## config.mk

```make
export PLATFORM = sky130hd
export DESIGN_NAME = reg_bank_reader
export DESIGN_NICKNAME = d
export VERILOG_FILES = /design/src/rtl/reg_bank_reader_pkg.sv /design/src/rtl/reg_bank_reader_word_select.sv /design/src/rtl/reg_bank_reader.sv
export SDC_FILE = /design/constraint.sdc
export NUM_CORES = 1
export LEC_CHECK = 0
export BUFFER_PORTS_ARGS = -buffer_cell sky130_fd_sc_hd__buf_2
export CAP_MARGIN = 20
export CORE_MARGIN = 2
export CORE_UTILIZATION = 44
export CTS_CLUSTER_SIZE = 40
export DETAILED_ROUTE_END_ITERATION = 6
export HOLD_SLACK_MARGIN = 0.06
export PLACE_DENSITY = 0.71
export SKIP_CTS_REPAIR_TIMING = 1
export SYNTH_ARGS = -nofsm -noshare
export SYNTH_HDL_FRONTEND = slang
export SYNTH_SLANG_ARGS = --single-unit
```

## constraint.sdc

```tcl
create_clock -name clk -period 4.6 [get_ports clk]
set_input_delay 0.46 -clock clk [delete_from_list [all_inputs] [get_ports clk]]
set_output_delay 0.46 -clock clk [all_outputs]
set_load 0.05 [all_outputs]
```

## src/rtl/reg_bank_reader_pkg.sv

```systemverilog
// Shared definitions for the register-bank debug readback unit:
// FSM state encoding and default bank geometry.
package reg_bank_reader_pkg;

    typedef enum logic [1:0] {
        ST_IDLE   = 2'd0,
        ST_STREAM = 2'd1,
        ST_DONE   = 2'd2
    } state_t;

    localparam int DEFAULT_NUM_REGS = 8;
    localparam int DEFAULT_WIDTH    = 16;

endpackage : reg_bank_reader_pkg

```

## src/rtl/reg_bank_reader_word_select.sv

```systemverilog
// Combinational NUM_REGS:1 word mux selecting one snapshot word by index.
module reg_word_select #(
    parameter int NUM_REGS = 8,
    parameter int WIDTH    = 16,
    parameter int IDX_W    = $clog2(NUM_REGS)
) (
    input  logic [NUM_REGS*WIDTH-1:0] words_flat,
    input  logic [IDX_W-1:0]          sel,
    output logic [WIDTH-1:0]          word
);

    always_comb begin
        word = '0;
        for (int i = 0; i < NUM_REGS; i++) begin
            if (sel == IDX_W'(i)) begin
                word = words_flat[i*WIDTH +: WIDTH];
            end
        end
    end

endmodule : reg_word_select

```

## src/rtl/reg_bank_reader.sv

```systemverilog
// Snapshots the whole register bank on start, then streams the frozen words
// out lowest index first over valid/ready, pulsing done after the last beat.
module reg_bank_reader
    import reg_bank_reader_pkg::*;
#(
    parameter int NUM_REGS = DEFAULT_NUM_REGS,
    parameter int WIDTH    = DEFAULT_WIDTH,
    parameter int IDX_W    = $clog2(NUM_REGS)
) (
    input  logic                      clk,
    input  logic                      reset,
    input  logic                      start,
    input  logic [NUM_REGS*WIDTH-1:0] regs_flat,
    output logic                      busy,
    output logic                      out_valid,
    input  logic                      out_ready,
    output logic [WIDTH-1:0]          out_data,
    output logic [IDX_W-1:0]          out_index,
    output logic                      out_last,
    output logic                      done
);

    localparam logic [IDX_W-1:0] LAST_IDX = IDX_W'(NUM_REGS - 1);

    state_t               state_q, state_d;
    logic [IDX_W-1:0]     idx_q, idx_d;
    logic                 snap_load;
    logic [NUM_REGS*WIDTH-1:0] snap_flat;
    logic [WIDTH-1:0]     sel_word;

    always_comb begin
        state_d   = state_q;
        idx_d     = idx_q;
        snap_load = 1'b0;
        case (state_q)
            ST_IDLE: begin
                if (start) begin
                    snap_load = 1'b1;
                    idx_d     = '0;
                    state_d   = ST_STREAM;
                end
            end
            ST_STREAM: begin
                // out_valid is implied by being in STREAM, so ready alone completes a beat
                if (out_ready) begin
                    if (idx_q == LAST_IDX) begin
                        idx_d   = '0;
                        state_d = ST_DONE;
                    end else begin
                        idx_d = idx_q + 1'b1;
                    end
                end
            end
            ST_DONE: begin
                state_d = ST_IDLE;
            end
            default: begin
                state_d = ST_IDLE;
                idx_d   = '0;
            end
        endcase
    end

    always_ff @(posedge clk or posedge reset) begin
        if (reset) begin
            state_q <= ST_IDLE;
            idx_q   <= '0;
        end else begin
            state_q <= state_d;
            idx_q   <= idx_d;
        end
    end

    // One load-enabled word register per bank entry; all capture on the same edge.
    genvar gi;
    generate
        for (gi = 0; gi < NUM_REGS; gi++) begin : g_snap
            logic [WIDTH-1:0] word_d, word_q;

            always_comb begin
                word_d = word_q;
                if (snap_load) begin
                    word_d = regs_flat[gi*WIDTH +: WIDTH];
                end
            end

            always_ff @(posedge clk or posedge reset) begin
                if (reset) begin
                    word_q <= '0;
                end else begin
                    word_q <= word_d;
                end
            end

            assign snap_flat[gi*WIDTH +: WIDTH] = word_q;
        end
    endgenerate

    reg_word_select #(
        .NUM_REGS (NUM_REGS),
        .WIDTH    (WIDTH),
        .IDX_W    (IDX_W)
    ) u_word_select (
        .words_flat (snap_flat),
        .sel        (idx_q),
        .word       (sel_word)
    );

    // Outputs decode registered state only; data is forced to zero outside a stream.
    always_comb begin
        out_valid = (state_q == ST_STREAM);
        busy      = (state_q != ST_IDLE);
        done      = (state_q == ST_DONE);
        out_index = idx_q;
        out_last  = out_valid && (idx_q == LAST_IDX);
        out_data  = out_valid ? sel_word : '0;
    end

endmodule : reg_bank_reader

```

# Yosys cells after proc, flatten, opt, wreduce, memory -nomap -nowiden
# Cells that the tools add are included.
[word_totals]
reg_bits = 133
latchBits = 0
ram_bits = 0
mem_bits_ro = 0
in_bits = 132
output_inout_bits = 23
wordCells = 49
n_memories = 0
[op_classes]
n_addsub = 1
n_mul = 0
n_div = 0
order_cmp = 0
n_eq_ne = 12
n_shift = 0
muxes = 19
bitwise = 1
reduce_logical = 6
[op_table]
columns = ["operator", "count"]
rows = [
  ["two-way mux 16 bit", 9],
  ["equality test 3 bit (second input constant)", 4],
  ["two-way mux 3 bit", 3],
  ["one-hot mux 3 bit (3 select lines)", 1],
  ["equality test 3 x 2 -> 1 bit (second input constant)", 2],
  ["two-way mux 2 bit", 3],
  ["AND reduction 3 bit", 2],
  ["inequality test 2 x 1 -> 1 bit (second input constant)", 2],
  ["one-hot mux 2 bit (2 select lines)", 1],
  ["adder 3 x 1 -> 3 bit (second input constant)", 1],
  ["equality test 3 x 1 -> 1 bit (second input constant)", 1],
  ["zero test 3 bit", 1],
  ["equality test 2 x 1 -> 1 bit (second input constant)", 1],
  ["equality test 2 bit (second input constant)", 1],
  ["zero test 2 bit", 1],
  ["two-way mux 1 bit", 2],
  ["inequality test 2 bit (second input constant)", 1],
  ["nonzero test 2 bit", 1],
  ["logical AND 1 bit", 1],
  ["NOT 1 bit", 1],
]

# Depth between registers and ports, before layout
[logic_depth]
ltp_word = 10
ltp_mapped = 10
ltp_nobuf = 6

# Hierarchy
# From an unflattened synthesis, not the netlist that was laid out.
[unflattened]
cells_unflattened = 507
hier_area_um2 = 7121.8
[by_module_without_submodules]
columns = ["module", "n_inst", "cells_each", "area_each_um2", "seq_area_each_um2"]
rows = [
  ["reg_bank_reader", 1, 318, 5759.3, 3328.2],
  ["reg_word_select", 1, 189, 1362.6, 0.0],
]

# Worst setup path after synthesis
# Ideal clock, no wire load.
[synth_path]
path_kind = "register -> output"
startpoint = "reg idx_q[2], in the netlist out_index[2]"
endpoint = "out out_data[10]"
t_arrival_ns = 2.639
required_time_ns = 4.140
setup_slack_ns = 1.501
stages_incl_launch_ff = 11
n_path_buf = 4
cell_sequence = "dfrtp_1 > buf_2 > clkbuf_1 > inv_1 > ha_1 > buf_2 > nor2_4 > clkbuf_1 > o21ai_0 > o21ai_1 > a32o_1"
[synth_via]
elab_chain_cells = 10
elab_cells_between_ends = 17
classes_between = "eq/ne (7); mux (9); reduce/logical (1)"
[synth_lines]
columns = ["element", "line_no", "text"]
rows = [
  ["start, declared", "reg_bank_reader.sv:26", "logic [IDX_W-1:0] idx_q, idx_d;"],
  ["start signal, assigned", "reg_bank_reader.sv:70", "idx_q <= idx_d;"],
  ["zero test 3 bit", "reg_bank_reader_word_select.sv:15", "if (sel == IDX_W'(i)) begin"],
  ["two-way mux 16 bit (7 in series)", "reg_bank_reader_word_select.sv:15", ""],
  ["two-way mux 16 bit *", "reg_bank_reader_word_select.sv:15", ""],
  ["two-way mux 16 bit *", "reg_bank_reader.sv:116", "out_data = out_valid ? sel_word : '0;"],
  ["end, declared", "reg_bank_reader.sv:17", "output logic [WIDTH-1:0] out_data,"],
]
# Mark *: on every way between the ends. The rest lies on a longest branch, timed or not.

# Worst setup path after layout
# Same ends and word-level chain as after synthesis.

==> results.cfg <==
[timing]
fin_skew_ns = 0.004879
fmax_mhz = 276.0
max_slew_margin_pct = 42.88
whs_ns = 0.1540
rsz0062_at_grt = no
setup_violations = 0
fin_crit_ns = 3.623
tightest_slew_ns = 0.8568
fin_tns_setup_ns = 0
setup_slack_ns = 0.9773
fin_crit_sh_pct = 78.75
final_max_slew_viol_count = 0
hold_violations = 0

[power]
fin_total_pwr_mw = 6.683
vdd_drop_max_v = 0.0004364
power.density_nw_per_um2 = 863.8
power.leakage_nw = 3.532

[floorplan]
rows = 44
fp.dieH_um = 124.9
dieArea_um2 = 15590
die_x_um = 124.9
pin_count = 155
coreArea_um2 = 14420
start_util_pct = 44.56

[finish]
postLayoutCellArea_um2 = 7737
syn2layout_area_growth_pct = 20.38
final_util_pct = 53.64
final_nets = 778
final_cells = 837
num_antenna_cells = 0
drive_gt1_share_pct = 47.63

[critical_path]
end_kind = primary output
path_class = register to primary output
critPathMaxFanout = 25
path_buf_inv = 2
cp-start-kind = register
cp_top_family = flip-flops
crit_path_max_incr_delay_ns = 0.90
arrival_ns = 3.16
startpoint = out_index[2]
cp_cell_sequence = inv_1, ha_1, nor2_4, o21ai_0, o21ai_1, a32o_1, buf_2
worst_path_max_delay_cell = dfrtp_1
rr_startpoint = state_q[0]
required_ns = 4.14

[logic_synthesis]
synth_cells = 504
syn_nets = 642
synth_common_cells = dfrtp_1 (133), mux2_2 (112), nand2_1 (22), o21ai_0 (22), buf_6 (18)
yosysTopAreaCell = dfrtp_1
synthTopCellsByArea = dfrtp_1 (52%), mux2_2 (20%), buf_6 (3.2%)
async_flop_share_pct = 100.0
yosysTopAreaCellShare_pct = 51.78
synth-seq-area-share_pct = 51.78
syn_avg_cell_area_um2 = 12.75
dominantRegCellSynth = dfrtp_1
synth_seq_cells = 133
yosysMostFrequentCell = dfrtp_1
synth_edf_count = 0
yosysWarnings = 0
netlist_area_um2 = 6427
yosysUniqueCellTypes = 29

[clock_network]
cts.path.max_buffers = 2
cts_tree = done
cts.sinks = 133
clk_pin_slew_ns = 0.06
htreeDepth = 4
clock-root-buffer = clkbuf_16
numCtsBuffers = 17
clkLatencyLatePin_ns = 0.42

[routing]
antenna_left = 0
first_iter_violations = 449
wl_per_cell_um = 20.99
drt_first_pass_iters = 5
drc = 0
wl_mm = 17.57
via_per_inst = 5.671
via_count = 4747

[hold_path]
min_path_type = input pin to async pin

[place]
io_buffers = 154
place_ws_ns = 1.411
place_inst = 804
place_hpwl_mm = 12.36
placed_area_um2 = 7174
finalWeightedCongestion = 0.8867

[global_routing]
first_global_vias = 4806
grt_first_pass_wirelength_mm = 27.57
grt_usage_pct = 23.16
grt_overflow = 0
grt_max_degree = 130
antenna_found_initial = 0

[job]
max-cap-violations = 0

[outcome]
status = finished, final reports clean
==> worst register-to-register path: stages, from the launching register on <==
cell and delay [ns]:
dfrtp_1 0.40, or2_1 0.26, nor2_4 0.11, buf_12 0.46, mux2_2 0.56
==> cells by family (layout without fill, tap and decap cells) <==
family	after synthesis	count (layout)	share of synthesized area, %
AOI/OAI and AO/OA	150	150	16.39
adders and majority gates	6	6	1.168
buffers and inverters	54	203	5.684
DFF	133	133	51.78
muxes	130	130	22.74
and+or+nand+nor	31	31	2.239
==> metal layers <==
layer | vias to the layer above | GRT usage (%) | part of all wire (%)
li1 | 2170 | - | -
met3 | 27 | 7.474 | 8.0
met2 | 215 | 31.47 | 42
met5 | - | 0 | 0
met1 | 2335 | 35.08 | 48
met4 | 0 | 7.059 | 2.1
==> power breakdown <==
part | switching, mW | internal, mW | total, mW
Clock | 0.534 | 0.688 | 1.22
Combinational | 1.93 | 1.32 | 3.26
Sequential | 0.431 | 1.77 | 2.20
Total | 2.90 | 3.78 | 6.68
==> worst paths after layout <==
kind	endpoint	slack [ns]	cells after the start
worst min-delay path	g_snap[0].word_q[10]	0.15	2
worst min register to register	g_snap[0].word_q[10]	0.49	1
max in group asynchronous	g_snap[0].word_q[0]	3.22	3
worst max-delay path	out_data[10]	0.98	7
worst max register to register	g_snap[7].word_q[7]	2.69	4
min in group clk	g_snap[0].word_q[6]	0.25	2
==> registers in the layout, indices dropped and copies added (netlist names) <==
signal and cells:
g_snap.word_q 128, out_index 3, state_q 2
==> cells in the final DEF (no fill, tap or decap) <==
| cell type | instances |
|---|---|
| o21ai_1 | 14 |
| buf_16 | 1 |
| o21ai_0 | 22 |
| a22oi_1 | 16 |
| a21oi_1 | 1 |
| or2_1 | 1 |
| clkinv_2 | 4 |
| clkinvlp_4 | 5 |
| ha_2 | 1 |
| mux2i_1 | 2 |
| mux2_2 | 112 |
| nand2_1 | 22 |
| and3_1 | 1 |
| nor2_4 | 2 |
| o22ai_1 | 16 |
| mux2_1 | 16 |
| and2_1 | 1 |
| a31oi_1 | 16 |
| o211ai_1 | 16 |
| a211o_1 | 16 |
| inv_1 | 8 |
| buf_2 | 154 |
| buf_12 | 1 |
| nand2b_4 | 1 |
| a32o_1 | 16 |
| clkinv_4 | 4 |
| clkbuf_16 | 17 |
| ha_1 | 5 |
| buf_4 | 6 |
| dfrtp_1 | 133 |
| a21o_1 | 17 |
| nor2_1 | 3 |
| inv_6 | 3 |
==> area by class of cell <==
type                       count  area, µm²
fill                        1272       6686
sequential                   133       3328
multi-input combinational    317       2741
timing repair buffer         162      863.3
clock buffer                  17      425.4
tap                          184      230.2
clock inverter                15      110.1
inverter                       9      38.79
Power figures use the tool's default switching activity.
